===== config.mk =====
export PLATFORM = sky130hd
export DESIGN_NAME = bcd_serial_addsub_flat
export DESIGN_NICKNAME = d
export VERILOG_FILES = /design/src/rtl/bcd_serial_addsub_pkg.sv /design/src/rtl/bcd_serial_addsub_if.sv /design/src/rtl/bcd_serial_addsub_digit_add.sv /design/src/rtl/bcd_serial_addsub.sv /design/src/flat_wrapper.sv
export SDC_FILE = /design/constraint.sdc
export NUM_CORES = 1
export LEC_CHECK = 0
export BUFFER_PORTS_ARGS = -buffer_cell sky130_fd_sc_hd__buf_2
export CAP_MARGIN = 30
export CORE_UTILIZATION = 55
export DETAILED_ROUTE_END_ITERATION = 6
export GPL_TIMING_DRIVEN = 0
export PLACE_DENSITY_LB_ADDON = 0.2
export SLEW_MARGIN = 20
export SYNTH_ARGS = -nofsm -noshare
export SYNTH_HDL_FRONTEND = slang
export SYNTH_SLANG_ARGS = --single-unit

===== constraint.sdc =====
create_clock -name clk -period 3.1 [get_ports clk]
set_input_delay 0.31 -clock clk [delete_from_list [all_inputs] [get_ports clk]]
set_output_delay 0.31 -clock clk [all_outputs]
set_load 0.05 [all_outputs]

===== src/rtl/bcd_serial_addsub_pkg.sv =====
// Shared BCD definitions: digit width, decimal limits, FSM state encoding
// and small per-digit helpers used by the serial BCD add/sub block.
package bcd_serial_addsub_pkg;
  localparam int          BCD_W   = 4;
  localparam logic [3:0]  BCD_MAX = 4'd9;
  localparam logic [3:0]  BCD_ADJ = 4'd6;

  typedef enum logic [1:0] {
    ST_IDLE = 2'd0,
    ST_RUN  = 2'd1,
    ST_DONE = 2'd2
  } state_t;

  // 9's complement, wraps mod 16 for illegal digits (kept deterministic)
  function automatic logic [3:0] nines_comp(input logic [3:0] d);
    return BCD_MAX - d;
  endfunction

  function automatic logic bad_digit(input logic [3:0] d);
    return d > BCD_MAX;
  endfunction
endpackage


===== src/rtl/bcd_serial_addsub_if.sv =====
// Handshake/data bundle for bcd_serial_addsub.
//  master: producer/consumer side (drives operands, out_ready)
//  slave : the adder (drives in_ready, result, flags)
interface bcd_serial_addsub_if #(parameter int DIGITS = 4);
  logic                  in_valid;
  logic                  in_ready;
  logic [4*DIGITS-1:0]   op_a;
  logic [4*DIGITS-1:0]   op_b;
  logic                  sub;
  logic                  c_in;
  logic                  out_valid;
  logic                  out_ready;
  logic [4*DIGITS-1:0]   sum;
  logic                  c_out;
  logic                  err;

  modport master (
    output in_valid, op_a, op_b, sub, c_in, out_ready,
    input  in_ready, out_valid, sum, c_out, err
  );
  modport slave (
    input  in_valid, op_a, op_b, sub, c_in, out_ready,
    output in_ready, out_valid, sum, c_out, err
  );
endinterface


===== src/rtl/bcd_serial_addsub_digit_add.sv =====
// bcd_digit_add: one corrected BCD digit adder (combinational).
//  i_a, i_b : digits, i_ci : carry in
//  o_s      : corrected digit, o_co : decimal carry out
module bcd_digit_add
  import bcd_serial_addsub_pkg::*;
(
  input  logic [3:0] i_a,
  input  logic [3:0] i_b,
  input  logic       i_ci,
  output logic [3:0] o_s,
  output logic       o_co
);
  logic [4:0] w_t;

  assign w_t  = {1'b0, i_a} + {1'b0, i_b} + {4'b0, i_ci};
  assign o_co = w_t > {1'b0, BCD_MAX};
  // (t+6)[3:0] == t[3:0]+6 mod 16
  assign o_s  = o_co ? (w_t[3:0] + BCD_ADJ) : w_t[3:0];
endmodule


===== src/rtl/bcd_serial_addsub.sv =====
// bcd_serial_addsub: multi-digit BCD adder/subtractor, one digit per clock,
// LSD first, through a single bcd_digit_add.
//  clk, rst_n : clock, async active-low reset
//  bus        : slave side of bcd_serial_addsub_if (valid/ready in, valid/ready out,
//               op_a/op_b/sub/c_in operands, sum/c_out/err result)
// Subtraction is done as A + 9's-comp(B) + !borrow_in, so c_out=1 means no borrow.
module bcd_serial_addsub
  import bcd_serial_addsub_pkg::*;
#(
  parameter int DIGITS = 4
) (
  input  logic               clk,
  input  logic               rst_n,
  bcd_serial_addsub_if.slave bus
);
  localparam int W  = BCD_W * DIGITS;
  localparam int CW = (DIGITS > 1) ? $clog2(DIGITS) : 1;

  state_t         r_state;
  logic [CW-1:0]  r_cnt;
  logic [W-1:0]   r_a, r_b, r_sum;
  logic           r_carry, r_c_out, r_err, r_out_valid;

  logic [W-1:0]   w_bop, w_sum_nxt;
  logic           w_bad;
  logic [3:0]     w_s;
  logic           w_co;

  // operand B as presented to the adder, plus raw-digit legality check
  always_comb begin
    w_bop = '0;
    w_bad = 1'b0;
    for (int i = 0; i < DIGITS; i++) begin
      w_bop[BCD_W*i +: BCD_W] = bus.sub ? nines_comp(bus.op_b[BCD_W*i +: BCD_W])
                                        : bus.op_b[BCD_W*i +: BCD_W];
      w_bad = w_bad | bad_digit(bus.op_a[BCD_W*i +: BCD_W])
                    | bad_digit(bus.op_b[BCD_W*i +: BCD_W]);
    end
  end

  // operands are shifted right, so the current digit is always at [3:0]
  bcd_digit_add u_dig (
    .i_a  (r_a[3:0]),
    .i_b  (r_b[3:0]),
    .i_ci (r_carry),
    .o_s  (w_s),
    .o_co (w_co)
  );

  // new digit enters at the MSD end; after DIGITS shifts digit 0 lands at [3:0]
  assign w_sum_nxt = (r_sum >> BCD_W) | (W'(w_s) << (W - BCD_W));

  always_ff @(posedge clk or negedge rst_n) begin
    if (!rst_n) begin
      r_state     <= ST_IDLE;
      r_cnt       <= '0;
      r_a         <= '0;
      r_b         <= '0;
      r_sum       <= '0;
      r_carry     <= 1'b0;
      r_c_out     <= 1'b0;
      r_err       <= 1'b0;
      r_out_valid <= 1'b0;
    end else begin
      case (r_state)
        ST_IDLE: begin
          if (bus.in_valid) begin
            r_a     <= bus.op_a;
            r_b     <= w_bop;
            r_carry <= bus.c_in ^ bus.sub;
            r_err   <= w_bad;
            r_cnt   <= '0;
            r_state <= ST_RUN;
          end
        end
        ST_RUN: begin
          r_sum   <= w_sum_nxt;
          r_a     <= r_a >> BCD_W;
          r_b     <= r_b >> BCD_W;
          r_carry <= w_co;
          if (r_cnt == CW'(DIGITS - 1)) begin
            r_c_out     <= w_co;
            r_out_valid <= 1'b1;
            r_state     <= ST_DONE;
          end else begin
            r_cnt <= r_cnt + 1'b1;
          end
        end
        ST_DONE: begin
          if (bus.out_ready) begin
            r_out_valid <= 1'b0;
            r_state     <= ST_IDLE;
          end
        end
        default: r_state <= ST_IDLE;
      endcase
    end
  end

  assign bus.in_ready  = (r_state == ST_IDLE);
  assign bus.out_valid = r_out_valid;
  assign bus.sum       = r_sum;
  assign bus.c_out     = r_c_out;
  assign bus.err       = r_err;
endmodule


===== src/flat_wrapper.sv =====
// flat-port wrapper written by rule: the top's interface ports become plain ports
module bcd_serial_addsub_flat import bcd_serial_addsub_pkg::*;
#(
  parameter int DIGITS = 4
)
  (clk, rst_n, bus_in_valid, bus_op_a, bus_op_b, bus_sub, bus_c_in, bus_out_ready, bus_in_ready, bus_out_valid, bus_sum, bus_c_out, bus_err);
  bcd_serial_addsub_if #(.DIGITS(DIGITS)) bus_i ();
  input  logic clk;
  input  logic rst_n;
  input wire logic [$bits(bus_i.in_valid)-1:0] bus_in_valid;
  input wire logic [$bits(bus_i.op_a)-1:0] bus_op_a;
  input wire logic [$bits(bus_i.op_b)-1:0] bus_op_b;
  input wire logic [$bits(bus_i.sub)-1:0] bus_sub;
  input wire logic [$bits(bus_i.c_in)-1:0] bus_c_in;
  input wire logic [$bits(bus_i.out_ready)-1:0] bus_out_ready;
  output wire logic [$bits(bus_i.in_ready)-1:0] bus_in_ready;
  output wire logic [$bits(bus_i.out_valid)-1:0] bus_out_valid;
  output wire logic [$bits(bus_i.sum)-1:0] bus_sum;
  output wire logic [$bits(bus_i.c_out)-1:0] bus_c_out;
  output wire logic [$bits(bus_i.err)-1:0] bus_err;
  assign bus_i.in_valid = bus_in_valid;
  assign bus_i.op_a = bus_op_a;
  assign bus_i.op_b = bus_op_b;
  assign bus_i.sub = bus_sub;
  assign bus_i.c_in = bus_c_in;
  assign bus_i.out_ready = bus_out_ready;
  assign bus_in_ready = bus_i.in_ready;
  assign bus_out_valid = bus_i.out_valid;
  assign bus_sum = bus_i.sum;
  assign bus_c_out = bus_i.c_out;
  assign bus_err = bus_i.err;
  bcd_serial_addsub #(.DIGITS(DIGITS)) u_core (.clk(clk), .rst_n(rst_n), .bus(bus_i));
endmodule

==> impl.org, run 1 <==
** Outcome
- Outcome :: completed

** Clocking
- Buffers inserted by post-CTS timing repair :: 0
- Clk buf depth :: 2
- # H-tree levels :: 2
- Number of hold buffers added after cts :: 0
- TritonCTS sink count :: between 50 and 60
- CTS resizes :: 0
- Number of clock buffers inserted by TritonCTS :: 5
- The root buffer cell chosen for the clock tree is sky130_fd_sc_hd__clkbuf_8.
- Worst-Skew Late Latency :: slightly above 0.3 ns
- TritonCTS clock tree :: yes
- Clock transition at path regs :: around 0.10 ns

** Power
- Of the total power, the share spent switching nets is 0.493.
- The analysis attributes to net switching a power of 0.00207 W.
- Of the total power, the clock network draws 0.097.
- Internal portion of total power :: 0.00213 W
- Part of the power in registers :: 0.314
- Of the total power, combinational logic draws 0.589.
- Areal power density over the cells :: 1270 nW/um^2
- Summed over all cells, the static leakage comes to around 1.7 nW.
- VDD sags by at most 566 uV.

** Logic synthesis
- Counting every instance in the synthesized netlist gives 311.
- For this run, the register share of the synthesized area comes to 0.492.
- The share of synthesized area in the top cell type comes to 0.492.
- Counting every net in the synthesized netlist gives 360.
- Average instance area after synthesis :: 9.16 um^2
- The synthesized design contains 56 register bits.
- Leading post-synthesis cells by cell area :: sky130_fd_sc_hd__dfrtp_1 49%, sky130_fd_sc_hd__nand2_1 8.8%, sky130_fd_sc_hd__mux2i_1 5.6%, sky130_fd_sc_hd__nor2_1 5.1%, sky130_fd_sc_hd__o21ai_0 4.2%
- Count of distinct cell types in the synthesized netlist :: 34
- Yosys top cell by area :: sky130_fd_sc_hd__dfrtp_1
- For this run, the number of Yosys warnings is 0.
- Netlist Area Pre-Place :: 2850 um^2

** Critical path
- Worst setup path startpoint :: u_core.r_b[0]$_DFFE_PN0P_
- Worst Setup Start Kind :: register
- Crit path kind :: register to register
- Launch instance of the worst register-to-register path :: u_core.r_b[0]$_DFFE_PN0P_
- Number of cells on the worst reg-to-reg path :: 8
- For the worst setup path, the data required time is between 3 and 4 ns.
- Worst Path Max Fanout :: 5
- For the worst setup path, the data arrival time is 2.92 ns.
- The worst setup path is captured at a register.

** Route
- The pre-antenna-repair detailed-routing pass consisted of 4 iterations.
- Number of design-rule violations left by the first detailed-router iteration :: 130
- In the final routed layout, each cell accounts on average for 13.6 um.
- In the routed layout, each cell is associated on average with a via count of 5.46.
- Number of nets still failing antenna checks after routing :: 0
- Number of remaining DRC errors :: 0
- Via count :: 2420
- Total wire length :: between 6000 and 7000 um

** Global routing
- In the global route stage, overall resource usage came out at 0.249.
- The number of antenna violations at the first check in global routing is 0.
- Largest net degree at the start of global routing :: 57
- The via count of the first global-routing pass came to roughly 2300.
- Global routing finished with a remaining overflow of 0.
- Wire length of the first global-routing pass :: 10300 um

** Floorplanning
- Chip width :: 74.0 um
- The die covers 5470 um^2.
- Starting density of the core :: 0.588
- Number of rows in the core area :: 25
- The floorplan step set the die height to 74.0 um.
- The core region is between 4000 and 5000 um^2.
- In this run the count of I/O pins placed on the die edge is 58.

** Placement
- Weighted congestion at the end of routability-driven global placement :: 0.766
- Hpwl dp :: 4370 um
- Port buffering added 57 buffers.

** Timing
- Final worst path period need :: between 2 and 3 ns
- Worst setup skew after layout :: approximately 0.01 ns
- Unrepaired setup endpoints after global routing :: false
- Max Clock Freq :: 368 MHz
- On the final layout, the worst hold slack is 0.0393 ns.
- Tightest Pin Transition :: 0.692 ns
- Setup violations remaining at the end of the flow were counted as 0.
- Setup total negative slack on the finished layout was measured at 0 ns.
- Of the available clock period, the critical path in the final layout requires 0.876.
- Hold violation total from the final report :: 0
- In this run the tightest slew margin relative to its limit is 0.539.
- The max-slew violation count is 0.

** Run
- Max-cap check violation count :: 0

** Worst hold path
- Class of the tightest hold or removal check :: primary input to asynchronous set/reset pin

** Final layout
- In the final design database the tool counted 424 nets.
- Share of post-route cells with drive strength above 1 :: 0.197
- Inserted Diodes :: 0
- Layout overhead on the synthesized area :: 16.3%
## registers in the layout (all words and copies together), names as in the netlist
signal and cells:
u_core.r_b 16, u_core.bus.c_out 1, u_core.bus.sum 16, u_core.r_a 16
u_core.r_cnt 2, u_core.r_state 2, u_core.bus.out_valid 1, u_core.r_carry 1
u_core.bus.err 1
## power by group through the flow
| stage | Combinational (W) | Sequential [W] | Clock [W] |
|---|---|---|---|
| after floorplan | 0.00156 | 0.00166 | 0 |
| after global placement | 0.00239 | 0.00132 | 0 |
| after detailed placement | 0.00247 | 0.00133 | 0 |
| after CTS | 0.00248 | 0.00131 | 0.000416 |
| after global routing | 0.00276 | 0.00136 | 0.000446 |
| final | 0.00247 | 0.00132 | 0.000408 |
## path summary, 6_finish.rpt
kind	slack, ns	to
setup / recovery	0.38	u_core.bus.sum[13]$_DFFE_PN0P_
hold / removal	0.04	u_core.bus.sum[3]$_DFFE_PN0P_
setup reg to reg	0.38	u_core.bus.sum[13]$_DFFE_PN0P_
hold reg to reg	0.48	u_core.bus.sum[3]$_DFFE_PN0P_
max in group asynchronous	2.60	u_core.r_b[5]$_DFFE_PN0P_
min in group clk	0.18	u_core.r_state[1]$_DFFE_PN0P_
## cell type report
| type | count | area [um^2] |
|---|---|---|
| tap | 67 | 83.8 |
| multi-input combinational | 227 | 1330 |
| sequential | 56 | 1400 |
| clock buffer | 6 | 82.6 |
| fill | 381 | 1540 |
| buffer | 16 | 72.6 |
| inverter | 12 | 45.0 |
| clock inverter | 2 | 10.0 |
| timing repair buffer | 57 | 288 |
## routing by layer
layer / global-route usage / wire length (um) / vias to the layer above
met5: 0 / 0 / -
met3: 0.0407 / 236 / 6
met1: 0.320 / 2810 / 1157
met2: 0.433 / 2930 / 71
met4: 0.0748 / 65 / 0
li1: - / - / 1186
## kinds of logic after synthesis
family / share of synthesized area
buf+inv: 0.0413
fa+ha+maj: 0.0536
flops: 0.492
mux: 0.0602
xor+xnor: 0.0338
simple gates: 0.159
compound gates: 0.160
## worst max-delay path, stage by stage, from the launching register on
cell and delay [ns]:
sky130_fd_sc_hd__dfrtp_1 0.45, sky130_fd_sc_hd__fa_1 0.44, sky130_fd_sc_hd__fa_1 0.41, sky130_fd_sc_hd__xnor2_1 0.22, sky130_fd_sc_hd__ha_1 0.28, sky130_fd_sc_hd__a31oi_4 0.21, sky130_fd_sc_hd__nor3_1 0.08, sky130_fd_sc_hd__a221o_1 0.26
sky130_fd_sc_hd__a311o_1 0.27
## cells in the mapped netlist (all sizes together)
cell type and instances:
a2111o 1, a211oi 1, a21o 1, a21oi 20, a221o 1, a22o 8
a311o 1, a31oi 2, buf 7, clkbuf 9, dfrtp 56, fa 2
ha 9, inv 12, mux2 1, mux2i 16, nand2 67, nand3 1
nand4 2, nor2 40, nor2b 2, nor3 2, o21ai 25, o22ai 9
o311ai 1, o31ai 3, or3b 1, xnor2 6, xor2 5
## metrics by stage
step | area, um^2 | setup slack, ns | total power [W] | util | instances
after floorplan | 2850 | 0.532 | 0.00322 | - | 311
after global routing | 3310 | 0.212 | 0.00457 | 0.683 | 443
after detailed placement | 3220 | 0.381 | 0.00380 | 0.664 | 435
after global placement | 3220 | 0.430 | 0.00371 | 0.664 | 435
final | 3310 | 0.383 | 0.00420 | 0.683 | 443
after CTS | 3310 | 0.376 | 0.00421 | 0.683 | 443
## placed cells by master, fill, tap and decap left out, types with 2 or more instances in the layout
cell,netlist,layout
sky130_fd_sc_hd__a22o_1,8,8
sky130_fd_sc_hd__nor2b_1,2,2
sky130_fd_sc_hd__ha_1,9,9
sky130_fd_sc_hd__clkbuf_8,0,6
sky130_fd_sc_hd__o21ai_0,24,24
sky130_fd_sc_hd__nor2_1,39,39
sky130_fd_sc_hd__fa_1,2,2
sky130_fd_sc_hd__buf_2,4,60
sky130_fd_sc_hd__o31ai_1,3,3
sky130_fd_sc_hd__clkinv_2,0,2
sky130_fd_sc_hd__xor2_1,5,5
sky130_fd_sc_hd__xnor2_1,6,6
sky130_fd_sc_hd__a21oi_1,20,20
sky130_fd_sc_hd__dfrtp_1,56,56
sky130_fd_sc_hd__nand2_1,67,67
sky130_fd_sc_hd__mux2i_1,16,16
sky130_fd_sc_hd__nor3_1,2,2
sky130_fd_sc_hd__clkbuf_1,9,9
sky130_fd_sc_hd__o22ai_1,9,9
sky130_fd_sc_hd__buf_4,2,3
sky130_fd_sc_hd__inv_1,12,12
sky130_fd_sc_hd__nand4_1,2,2
(Power assumes the default switching activity.)
==> run 2, diff against run 1 <==
--- a/config.mk
+++ b/config.mk
@@ -7,11 +7,12 @@
 export LEC_CHECK = 0
 export BUFFER_PORTS_ARGS = -buffer_cell sky130_fd_sc_hd__buf_2
 export CAP_MARGIN = 30
-export CORE_UTILIZATION = 55
+export CORE_UTILIZATION = 54
 export DETAILED_ROUTE_END_ITERATION = 6
 export GPL_TIMING_DRIVEN = 0
 export PLACE_DENSITY_LB_ADDON = 0.2
 export SLEW_MARGIN = 20
 export SYNTH_ARGS = -nofsm -noshare
 export SYNTH_HDL_FRONTEND = slang
+export SYNTH_HIERARCHICAL = 1
 export SYNTH_SLANG_ARGS = --single-unit
==> run 2 against run 1 <==
Non-clock buffer count is 1 lower. Power shrank 5.1%. Register-to-register slack got worse by 0.04 ns. Clock power about the same. Flip-flop and latch count is the same. Via count down 6.2%. Synthesized cell count fell by 7.4%. Sequential power hardly changed. Highest routed layer unchanged.
==> impl.org, run 2 <==
** Final layout
- The total number of nets in the final design is 400 (-5.7%).
- The library cell used most frequently in the layout, excluding fill and tap cells, is sky130_fd_sc_hd__buf_2.
- Final design instance area without fill :: 3240 um^2 (-2.2%)
- The final standard cell utilization of the core was 0.669 (-0.0147).
- The count of antenna diodes in the layout is 0 (unchanged).
- The area added between synthesis and finish came to 16.4% (about the same).
- The count of non-filler cells in the finished layout was 419 (-5.4%).
- Share of post-route cells with drive strength above 1 :: 0.241 (+0.0447)
- Most frequent cells in the layout :: 63 x sky130_fd_sc_hd__buf_2, 62 x sky130_fd_sc_hd__nand2_1, 56 x sky130_fd_sc_hd__dfrtp_1

** Clocking
- Buffers inserted by post-CTS timing repair :: 0 (unchanged)
- Worst-Skew Late Latency :: 0.30 ns (about the same)
- The number of clock sinks was 56 (unchanged).
- TritonCTS clock tree :: yes
- The total of cells resized after clock tree synthesis came to 0 (unchanged).
- # H-tree levels :: 2 (unchanged)
- Clk buf depth :: 2 (unchanged)
- The clock-pin transition on the worst setup and hold timing paths came to 0.09 ns (about the same).
- Number of hold buffers added after cts :: 0 (unchanged)
- In this run the clock root is driven by a sky130_fd_sc_hd__clkbuf_8.
- Number of clock buffers inserted by TritonCTS :: 5 (unchanged)

** Floorplanning
- Total die area :: 5450 um^2 (-0.42%)
- The placement row count is 25 (unchanged).
- The vertical die dimension was 73.8 um (-0.21%).
- The initial standard-cell utilization of the core was 0.574 (-0.0132).
- The placeable core region is 4850 um^2 (unchanged).
- Chip width :: 73.8 um (-0.21%)
- The number of ports placed on the die boundary is 58 (unchanged).

** Critical path
- Category of the worst setup path capture point :: register
- Crit Reg-Reg Endpoint :: u_core/bus.sum[14]$_DFFE_PN0P_
- Worst setup path startpoint :: u_core/r_a[0]$_DFFE_PN0P_
- Worst endpoint data arrival time :: 3.00 ns (+0.08 ns)
- Crit path kind :: register to register
- Number of cells on the worst reg-to-reg path :: 9 (+1)
- Worst Path Max Fanout :: 4 (-1)
- The data required time of the critical path is 3.34 ns (+0.04 ns).
- Launch instance of the worst register-to-register path :: u_core/r_a[0]$_DFFE_PN0P_
- Worst Setup Start Kind :: register
- Slack of the worst reg-to-reg path :: 0.34 ns (-0.04 ns)

** Logic synthesis
- Average instance area after synthesis :: 9.67 um^2 (+5.6%)
- The part of the Yosys area used for sequential elements was 0.503 (+0.0113).
- The post-synthesis net count is 337 (-6.4%).
- Leading post-synthesis cells by cell area :: sky130_fd_sc_hd__dfrtp_1 50%, sky130_fd_sc_hd__nand2_1 8.4%, sky130_fd_sc_hd__nor2_1 5.1%, sky130_fd_sc_hd__ha_1 4.0%, sky130_fd_sc_hd__a221o_1 3.6%
- Library cell with the highest instance count after synthesis :: sky130_fd_sc_hd__nand2_1
- Number of instances in the synthesized netlist :: 288 (-7.4%)
- The count of synthesis-stage warnings from yosys is 6 (+6).
- The count of flip-flops with a built-in enable after synthesis was 0 (unchanged).
- Fraction of registers with async set/reset :: 1.00 (unchanged)
- Leading register cell type out of synthesis :: sky130_fd_sc_hd__dfrtp_1
- The area of the mapped netlist was 2790 um^2 (-2.2%).
- The area share of the largest cell type after synthesis came to 0.503 (+0.0113).
- Count of distinct cell types in the synthesized netlist :: 38 (+12%)
- The number of storage elements in the synthesis netlist was 56 (unchanged).
- The synthesized design spends more area on one cell type than any other, namely sky130_fd_sc_hd__dfrtp_1.
- Cell types with the highest counts after synthesis :: 62 x sky130_fd_sc_hd__nand2_1, 56 x sky130_fd_sc_hd__dfrtp_1, 38 x sky130_fd_sc_hd__nor2_1, 13 x sky130_fd_sc_hd__inv_1, 10 x sky130_fd_sc_hd__a221o_1

** Route
- Via count :: 2270 (-6.2%)
- Ratio of routed vias to standard cells :: 5.42 (-0.83%)
- The number of iterations in the first detailed-routing pass is 4 (unchanged).
- Number of design-rule violations left by the first detailed-router iteration :: 163 (+25%)
- The post-route antenna net violation count came to 0 (unchanged).
- Total wire length :: 5890 um (-2.5%)
- Number of remaining DRC errors :: 0 (unchanged)
- The wire length per cell came to 14.1 um (+3.1%).

** Global routing
- Met1 usage in global routing :: 0.293 (-0.0265)
- Layer with the highest usage after global routing :: met2
- Global routing usage on met3 :: 0.0288 (-0.0118)
- The via count of the first global-routing pass came to 2099 (-7.2%).
- The pin count of the biggest net entering global routing was 57 (unchanged).
- Overall fraction of global-route tracks in use :: 0.234 (-0.0150)
- The number of antenna violations at the first check in global routing came to 0 (unchanged).
- The total congestion overflow was 0 (unchanged).
- Wire length of the first global-routing pass :: 9540 um (-6.9%)
- The fraction of met2 tracks used by global routing was 0.414 (-0.0195).

** Timing
- Final cycle utilization of the critical path :: 0.890 (+0.0135)
- The final-report hold violation count came to 0 (unchanged).
- Tightest Pin Transition :: 0.797 ns (+0.105 ns)
- The final clock skew is 0.00543 ns (-0.00460 ns).
- Final setup TNS :: 0 ns (unchanged)
- Unrepaired setup endpoints after global routing :: false
- The post-layout minimum cycle time was 2.76 ns (+0.0420 ns).
- The final worst setup slack is 0.341 ns (-0.0420 ns).
- Count of final max-slew check failures :: 0 (unchanged)
- The maximum frequency from static timing analysis came to 363 MHz (-1.5%).
- Final setup violating endpoints :: 0 (unchanged)
- The remaining max-slew budget at the tightest pin was 0.467 (-0.0712).

** Placement
- Number of port buffers :: 56 (-1.8%)
- The pre-CTS worst setup slack was 0.366 ns (-0.0148 ns).
- The routability congestion estimate from global placement came to 0.803 (+4.9%).
- Number of cells after detailed placement :: 411 (-5.5%)
- The half-perimeter wire length of the detailed placement result is 4300 um (-1.5%).
- The standard cell area after detailed placement was 3150 um^2 (-2.1%).

** Power
- The leakage power figure came to 1.64 nW (-1.2%).
- Areal power density over the cells :: 1230 nW/um^2 (-3.0%)
- Worst voltage drop across the vdd grid :: 463 uV (-18%)

** Run
- The reported max-cap violation count came to 0 (unchanged).

** Outcome
- Outcome :: completed

** Worst hold path
- The min-delay analysis places its worst path in the category primary input to asynchronous set/reset pin.
[run 2: cell families after synthesis]
family | share of synthesized area
DFF | 0.503
xor gates and xnor gates | 0.0346
muxes | 0.0220
and+or+nand+nor | 0.175
buffers and inverters | 0.0535
adders and majority gates | 0.0548
AOI/OAI and AO/OA | 0.157
[run 2: per-stage QoR]
step | power [W] | hold slack, ns
final | 0.00398 | 0.0503
after global routing | 0.00430 | 0.110
after CTS | 0.00400 | 0.0700
after detailed placement | 0.00359 | 0.405
after global placement | 0.00351 | 0.453
after floorplan | 0.00307 | 0.0144
[run 2: where the power goes]
part,internal (W),switching [W],total (W)
Combinational,0.000849,0.00144,0.00229
Sequential,0.00107,0.000219,0.00129
Clock,0.000183,0.000223,0.000405
[run 2: worst max path at each step]
stage	slack, ns	cells past startpoint	endpoint
after floorplan	0.59	9	u_core/bus.sum[14]$_DFFE_PN0P_
after global placement	0.44	9	u_core/bus.sum[14]$_DFFE_PN0P_
after detailed placement	0.37	9	u_core/bus.sum[14]$_DFFE_PN0P_
after CTS	0.34	9	u_core/bus.sum[14]$_DFFE_PN0P_
after global routing	0.20	9	u_core/bus.sum[15]$_DFFE_PN0P_
final	0.34	9	u_core/bus.sum[14]$_DFFE_PN0P_
[run 2: area by class of cell]
| cell class | count | area (um^2) |
|---|---|---|
| fillers | 400 | 1610 |
| flip-flops and latches | 56 | 1400 |
| multi-input cells | 203 | 1230 |
| repair buffers | 56 | 283 |
| plain buffers | 16 | 100 |
| clock buffers | 8 | 90.1 |
| well taps | 67 | 83.8 |
| inverters | 13 | 48.8 |
[run 2: routing by layer]
| metal | vias to the layer above | part of all wire |
|---|---|---|
| met5 | - | 0 |
| met4 | 0 | 0.0088 |
| met3 | 5 | 0.045 |
| met2 | 67 | 0.50 |
| met1 | 1093 | 0.45 |
| li1 | 1105 | - |
[run 2: critical path, stage by stage, from the launching register on]
cell	delay [ns]
sky130_fd_sc_hd__dfrtp_1	0.43
sky130_fd_sc_hd__fa_1	0.47
sky130_fd_sc_hd__fa_1	0.42
sky130_fd_sc_hd__xnor2_1	0.19
sky130_fd_sc_hd__ha_1	0.25
sky130_fd_sc_hd__a31o_1	0.23
sky130_fd_sc_hd__o31ai_4	0.37
sky130_fd_sc_hd__mux2i_1	0.22
sky130_fd_sc_hd__nand2_1	0.06
sky130_fd_sc_hd__nand2_1	0.07
